$ cat src/rtl/bj_pkg.sv
// Shared encodings for the Blackjack round sequencer: FSM states, result codes, card range.
package bj_pkg;

   typedef enum logic [3:0] {
      ST_IDLE    = 4'd0,
      ST_DEAL_P1 = 4'd1,
      ST_DEAL_D1 = 4'd2,
      ST_DEAL_P2 = 4'd3,
      ST_PLAYER  = 4'd4,
      ST_HIT     = 4'd5,
      ST_DEALER  = 4'd6,
      ST_COMPARE = 4'd7,
      ST_DONE    = 4'd8
   } state_t;

   localparam logic [1:0] RESULT_NONE   = 2'b00;
   localparam logic [1:0] RESULT_PLAYER = 2'b01;
   localparam logic [1:0] RESULT_DEALER = 2'b10;
   localparam logic [1:0] RESULT_PUSH   = 2'b11;

   localparam logic [3:0] CARD_MIN = 4'd1;
   localparam logic [3:0] CARD_MAX = 4'd10;

   // Folds raw source values into the legal 1..10 card range.
   function automatic logic [3:0] clamp_card(input logic [3:0] raw);
      if (raw < CARD_MIN)
         return CARD_MIN;
      else if (raw > CARD_MAX)
         return CARD_MAX;
      else
         return raw;
   endfunction

endpackage

$ cat src/rtl/button_edge.sv
// Synchronises an active-low push-button and emits a one-cycle pulse on each press.
module button_edge (
   input  logic Clock,
   input  logic reset,
   input  logic btn_n,
   output logic press
);

   logic sync0;
   logic sync1;
   logic last;

   // Released level is 1, so reset to 1 to avoid a spurious press after reset.
   always_ff @(posedge Clock) begin
      if (reset) begin
         sync0 <= 1'b1;
         sync1 <= 1'b1;
         last  <= 1'b1;
         press <= 1'b0;
      end else begin
         sync0 <= btn_n;
         sync1 <= sync0;
         last  <= sync1;
         press <= last & ~sync1;
      end
   end

endmodule

$ cat src/rtl/blackjack_round_sequencer.sv
// Registered FSM sequencing one Blackjack round: deal, player hits/stand, dealer draw, result.
module blackjack_round_sequencer
   import bj_pkg::*;
#(
   parameter int unsigned HAND_W       = 5,
   parameter int unsigned TARGET       = 21,
   parameter int unsigned DEALER_STAND = 17
) (
   input  logic              Clock,
   input  logic              reset,
   input  logic              enter_n,
   input  logic              pass_n,
   input  logic              card_valid,
   input  logic [3:0]        card_value,
   output logic              card_req,
   output logic [HAND_W-1:0] phand,
   output logic [HAND_W-1:0] dhand,
   output logic              busy,
   output logic [1:0]        result,
   output logic              result_valid
);

   localparam logic [HAND_W-1:0] TGT      = HAND_W'(TARGET);
   localparam logic [HAND_W-1:0] DSTAND   = HAND_W'(DEALER_STAND);
   localparam logic [HAND_W-1:0] HAND_MAX = '1;

   // Hand accumulation saturates instead of wrapping.
   function automatic logic [HAND_W-1:0] sat_add(input logic [HAND_W-1:0] hand,
                                                 input logic [3:0]        card);
      logic [HAND_W:0] sum;
      sum = {1'b0, hand} + (HAND_W+1)'(card);
      return sum[HAND_W] ? HAND_MAX : sum[HAND_W-1:0];
   endfunction

   state_t            state;
   logic              enter_press;
   logic              pass_press;
   logic [3:0]        card_c;
   logic              accept_c;
   logic [HAND_W-1:0] new_p_c;
   logic [HAND_W-1:0] new_d_c;

   button_edge u_enter (
      .Clock (Clock),
      .reset (reset),
      .btn_n (enter_n),
      .press (enter_press)
   );

   button_edge u_pass (
      .Clock (Clock),
      .reset (reset),
      .btn_n (pass_n),
      .press (pass_press)
   );

   assign card_c   = clamp_card(card_value);
   assign accept_c = card_req & card_valid;
   assign new_p_c  = sat_add(phand, card_c);
   assign new_d_c  = sat_add(dhand, card_c);

   // Draw states raise card_req one cycle after entry and hold it until a card lands.
   always_ff @(posedge Clock) begin
      if (reset) begin
         state        <= ST_IDLE;
         phand        <= '0;
         dhand        <= '0;
         card_req     <= 1'b0;
         busy         <= 1'b0;
         result       <= RESULT_NONE;
         result_valid <= 1'b0;
      end else begin
         case (state)
            ST_IDLE: begin
               if (enter_press) begin
                  state <= ST_DEAL_P1;
                  busy  <= 1'b1;
               end
            end

            ST_DEAL_P1: begin
               if (accept_c) begin
                  phand    <= new_p_c;
                  card_req <= 1'b0;
                  state    <= ST_DEAL_D1;
               end else begin
                  card_req <= 1'b1;
               end
            end

            ST_DEAL_D1: begin
               if (accept_c) begin
                  dhand    <= new_d_c;
                  card_req <= 1'b0;
                  state    <= ST_DEAL_P2;
               end else begin
                  card_req <= 1'b1;
               end
            end

            ST_DEAL_P2: begin
               if (accept_c) begin
                  phand    <= new_p_c;
                  card_req <= 1'b0;
                  state    <= (new_p_c == TGT) ? ST_DEALER : ST_PLAYER;
               end else begin
                  card_req <= 1'b1;
               end
            end

            // A simultaneous stand press is discarded in favour of the hit.
            ST_PLAYER: begin
               if (enter_press)
                  state <= ST_HIT;
               else if (pass_press)
                  state <= ST_DEALER;
            end

            ST_HIT: begin
               if (accept_c) begin
                  phand    <= new_p_c;
                  card_req <= 1'b0;
                  if (new_p_c > TGT) begin
                     state        <= ST_DONE;
                     result       <= RESULT_DEALER;
                     result_valid <= 1'b1;
                     busy         <= 1'b0;
                  end else if (new_p_c == TGT) begin
                     state <= ST_DEALER;
                  end else begin
                     state <= ST_PLAYER;
                  end
               end else begin
                  card_req <= 1'b1;
               end
            end

            // Stand threshold is re-evaluated only between cards.
            ST_DEALER: begin
               if (accept_c) begin
                  dhand    <= new_d_c;
                  card_req <= 1'b0;
               end else if (!card_req) begin
                  if (dhand >= DSTAND)
                     state <= ST_COMPARE;
                  else
                     card_req <= 1'b1;
               end
            end

            ST_COMPARE: begin
               if ((dhand > TGT) || (phand > dhand))
                  result <= RESULT_PLAYER;
               else if (dhand > phand)
                  result <= RESULT_DEALER;
               else
                  result <= RESULT_PUSH;
               result_valid <= 1'b1;
               busy         <= 1'b0;
               state        <= ST_DONE;
            end

            ST_DONE: begin
               if (enter_press) begin
                  phand        <= '0;
                  dhand        <= '0;
                  result       <= RESULT_NONE;
                  result_valid <= 1'b0;
                  busy         <= 1'b1;
                  state        <= ST_DEAL_P1;
               end
            end

            default: begin
               state        <= ST_IDLE;
               card_req     <= 1'b0;
               busy         <= 1'b0;
               result_valid <= 1'b0;
            end
         endcase
      end
   end

endmodule

$ cat config.mk
export PLATFORM = sky130hd
export DESIGN_NAME = blackjack_round_sequencer
export DESIGN_NICKNAME = d
export VERILOG_FILES = /design/src/rtl/bj_pkg.sv /design/src/rtl/button_edge.sv /design/src/rtl/blackjack_round_sequencer.sv
export SDC_FILE = /design/constraint.sdc
export NUM_CORES = 1
export LEC_CHECK = 0
export BUFFER_PORTS_ARGS = -buffer_cell sky130_fd_sc_hd__buf_4
export CAP_MARGIN = 0
export CORE_MARGIN = 2
export CORE_UTILIZATION = 35
export DETAILED_ROUTE_END_ITERATION = 6
export PLACE_DENSITY_LB_ADDON = 0.3
export RECOVER_POWER = 25
export REMOVE_ABC_BUFFERS = 1
export SLEW_MARGIN = 0
export SYNTH_ARGS = -nofsm -noshare
export SYNTH_HDL_FRONTEND = slang
export SYNTH_SLANG_ARGS = --single-unit
$ cat constraint.sdc
create_clock -name Clock -period 10 [get_ports Clock]
set_clock_uncertainty 0.2 [all_clocks]
set_input_delay 3 -clock Clock [delete_from_list [all_inputs] [get_ports Clock]]
set_output_delay 3 -clock Clock [all_outputs]
set_load 0.01 [all_outputs]
==> results.yml <==
run_status:
  status: "finished, final reports clean"
global_routing:
  track_usage_pct: 15.50
  antenna_found_initial: 0
  grt_max_degree: 22
  grt_pass1_vias: 1626
  grt_pass1_wl_um: 7672
  grt-ovfl-total: 0
logic_synthesis:
  avgSynthCellArea_um2: 7.735
  synth-seq-cells: 27
  syn_area_um2: 1872
  synth_flop_cell: "dfxtp_1"
  yosysWarnings: 0
  ys_types: 53
  synth_async_sr_flop_share_pct: 0
  synth_edf_count: 0
  postSynthCellCount: 242
  yosysSeqAreaShare_pct: 28.88
critical_path:
  start_kind: "input pin"
  end_kind: "flip-flop"
  arrival_ps: 5490
  crit_type: "input pin to flip-flop"
  r2r_end: "result[1]"
  cpPeakStageDelay_ps: 390
  critPathSlowestCell: "o31ai_1"
  rrSetupSlack_ps: 7210
  required_ps: 10010
  cp_max_fo: 8
  reg2regPathDepth: 8
  r2r_start: "phand[2]"
  cp_cell_sequence: "buf_4, and2b_2, ha_1, and2_1, a31o_1, a41o_1, o31ai_1, nand4_1, a21oi_1, mux2i_1"
clock_network:
  cts-htree-levels: 1
  cts_tree: "done"
  clk_latency_ps: 280
  numCtsBuffers: 3
  postCtsHoldBufs: 0
  ctsRootBufferMaster: "clkbuf_8"
  clock-sinks: 27
  clockBufferDepth: 2
  post-cts-setup-buffers: 0
  path_clk_slew_ps: 100
  post_cts_resized: 0
hold_path:
  hold_path_end: "u_enter.press"
  hold_path.class: "flip-flop to flip-flop"
  min_path_cells: 2
  hold_start: "u_enter.last"
timing:
  post-route-min-period_ps: 5481
  finalHoldViolations: 0
  fmax_mhz: 182.5
  finalSetupViolCount: 0
  worst_pin_slew_ps: 893.1
  whs_ps: 210.2
  slew_headroom_pct: 40.46
  slew_viol_final: 0
  min_period_over_period_pct: 54.81
  rsz0062_at_grt: "false"
  setup_tns_ps: 0
  setup_slack_ps: 4519
pwr:
  power.static_leakage_nw: 0.8685
  p_sw_share_pct: 38.55
  ir_drop_mv: 0.06349
  comb_power_share_pct: 35.2
  p_int_mw: 0.1966
  p_clk_share_pct: 20.3
  pwr-share-seq_pct: 44.5
  cellPowerDensity_nw_per_um2: 150.8
  p_switching_mw: 0.1233
finish:
  regArea_um2: 540.5
  syn2layout_area_growth_pct: 13.30
  final_cell_mix: "dfxtp_1, a21oi_1, nor2_1, buf_4, nand2_1"
  mostFrequentLayoutCell: "dfxtp_1"
  n_fill_cell: 562
  diodes: 0
  multi_input_area_um2: 1230
  drive_above_1_share_pct: 14.73
  nets: 281
  final_cell_area_um2: 2121
drt:
  drtAntennaViolNets: 0
  vias: 1795
  wirelength_um: 4549
  drt_iter0_drc: 116
  wl_per_cell_um: 13.87
  vias_per_cell: 5.473
  drc: 0
  drt_pass1_iterations: 4
die:
  fp.dieW_um: 77.13
  start_util_pct: 36.42
  coreArea_um2: 5140
  ios: 24
  dieArea_um2: 5949
  dieHeight_um: 77.13
  row_count: 26
job:
  maxCapViolCount: 0
placement:
  place_area_um2: 2079
  dpl_worst_slack_ps: 4285
  dp_hpwl_um: 3332
  port_buffers: 23
  globalplace.congestion: 0.9118
[Yosys cell counts (2+ instances only)]
| cell | count | area, um2 |
|---|---|---|
| a22oi_1 | 3 | 22.52 |
| a31oi_1 | 6 | 37.54 |
| a311oi_1 | 2 | 17.52 |
| nand3_1 | 6 | 30.03 |
| o21bai_1 | 5 | 37.54 |
| dfxtp_1 | 27 | 540.5 |
| buf_2 | 4 | 20.02 |
| or3_1 | 6 | 37.54 |
| mux2i_1 | 2 | 20.02 |
| and2_1 | 4 | 25.02 |
| a21oi_1 | 26 | 130.1 |
| o21ai_1 | 5 | 25.02 |
| maj3_1 | 2 | 20.02 |
| and3_1 | 2 | 12.51 |
| nand2_1 | 19 | 71.32 |
| ha_1 | 13 | 162.7 |
| a41o_1 | 2 | 20.02 |
| nor2_1 | 23 | 86.33 |
| xnor2_1 | 3 | 26.28 |
| a211oi_1 | 2 | 15.01 |
| nand3b_1 | 2 | 15.01 |
| nor2b_1 | 8 | 50.05 |
| a21o_1 | 4 | 30.03 |
| clkbuf_1 | 5 | 18.77 |
| inv_1 | 12 | 45.04 |
| o21a_1 | 2 | 15.01 |
| o22ai_1 | 2 | 12.51 |
| or2_2 | 7 | 43.79 |
| nor3_1 | 8 | 40.04 |
| o21ai_0 | 7 | 35.03 |
[per-layer routing]
metal	part of all wire (%)	track usage, %	wire (um)
met5	0	0	0
met4	1.3	6.071	61
met3	7.1	2.235	325
met2	42	22.17	1907
met1	50	23.14	2254
[power by group through the flow]
stage                     clock [mW]  combinational, mW  sequential (mW)
after floorplan                    0             0.0809            0.140
after global placement             0              0.111            0.145
after detailed placement           0              0.111            0.144
after CTS                     0.0678              0.112            0.142
after global routing          0.0718              0.126            0.145
final                         0.0649              0.113            0.142
[sequential cells by signal, summed over array words and instances (netlist names)]
| name | count |
|---|---|
| state | 4 |
| dhand | 5 |
| phand | 5 |
| result_valid | 1 |
| u_pass.sync1 | 1 |
| u_enter.press | 1 |
| u_pass.press | 1 |
| u_enter.last | 1 |
| u_pass.last | 1 |
| u_enter.sync1 | 1 |
| card_req | 1 |
| u_enter.sync0 | 1 |
| u_pass.sync0 | 1 |
| result | 2 |
| busy | 1 |
[metrics by stage]
step	instances	utilization, %	total power [mW]
after global placement	324	40.46	0.2559
after global routing	328	41.26	0.3433
final	328	41.26	0.3199
after floorplan	231	-	0.2208
after CTS	328	41.41	0.3215
after detailed placement	324	40.46	0.2556
[worst max-delay path by stage]
stage,cells after the start,to,slack [ps],start
after global placement,10,result[1],4330,card_value[3]
final,10,result[1],4520,card_value[3]
after global routing,10,result[1],4440,card_value[3]
after CTS,10,result[1],4570,card_value[3]
after detailed placement,10,result[1],4290,card_value[3]
after floorplan,8,busy,4770,card_value[3]
[kinds of logic (layout without fill, tap and decap cells)]
logic type | count (synthesis) | in the layout | synth area share, %
XOR/XNOR | 5 | 5 | 2.741
flip-flops | 27 | 27 | 28.88
AND/OR/NAND/NOR | 91 | 91 | 24.40
adder cells (fa/ha/maj) | 15 | 15 | 9.760
buffers and inverters | 24 | 40 | 5.414
AO/OA/AOI/OAI | 78 | 78 | 27.74
multiplexers | 2 | 2 | 1.070
[final cells by class]
type | count | share of cell area (%)
tap | 70 | 4.130
clock inverter | 1 | 0.3540
clock buffer | 3 | 1.947
timing repair buffer | 23 | 7.788
inverter | 13 | 2.301
multi-input combinational | 191 | 57.99
sequential | 27 | 25.49
[worst max-delay path, delay by kind of cell]
kind,cells,cell delay [ps]
AO/OA/AOI/OAI,4,1060
AND/OR/NAND/NOR,3,710
adder cells (fa/ha/maj),1,380
multiplexers,1,200
buffers and inverters,1,130
Note: power is estimated with default switching activity, not from simulation.
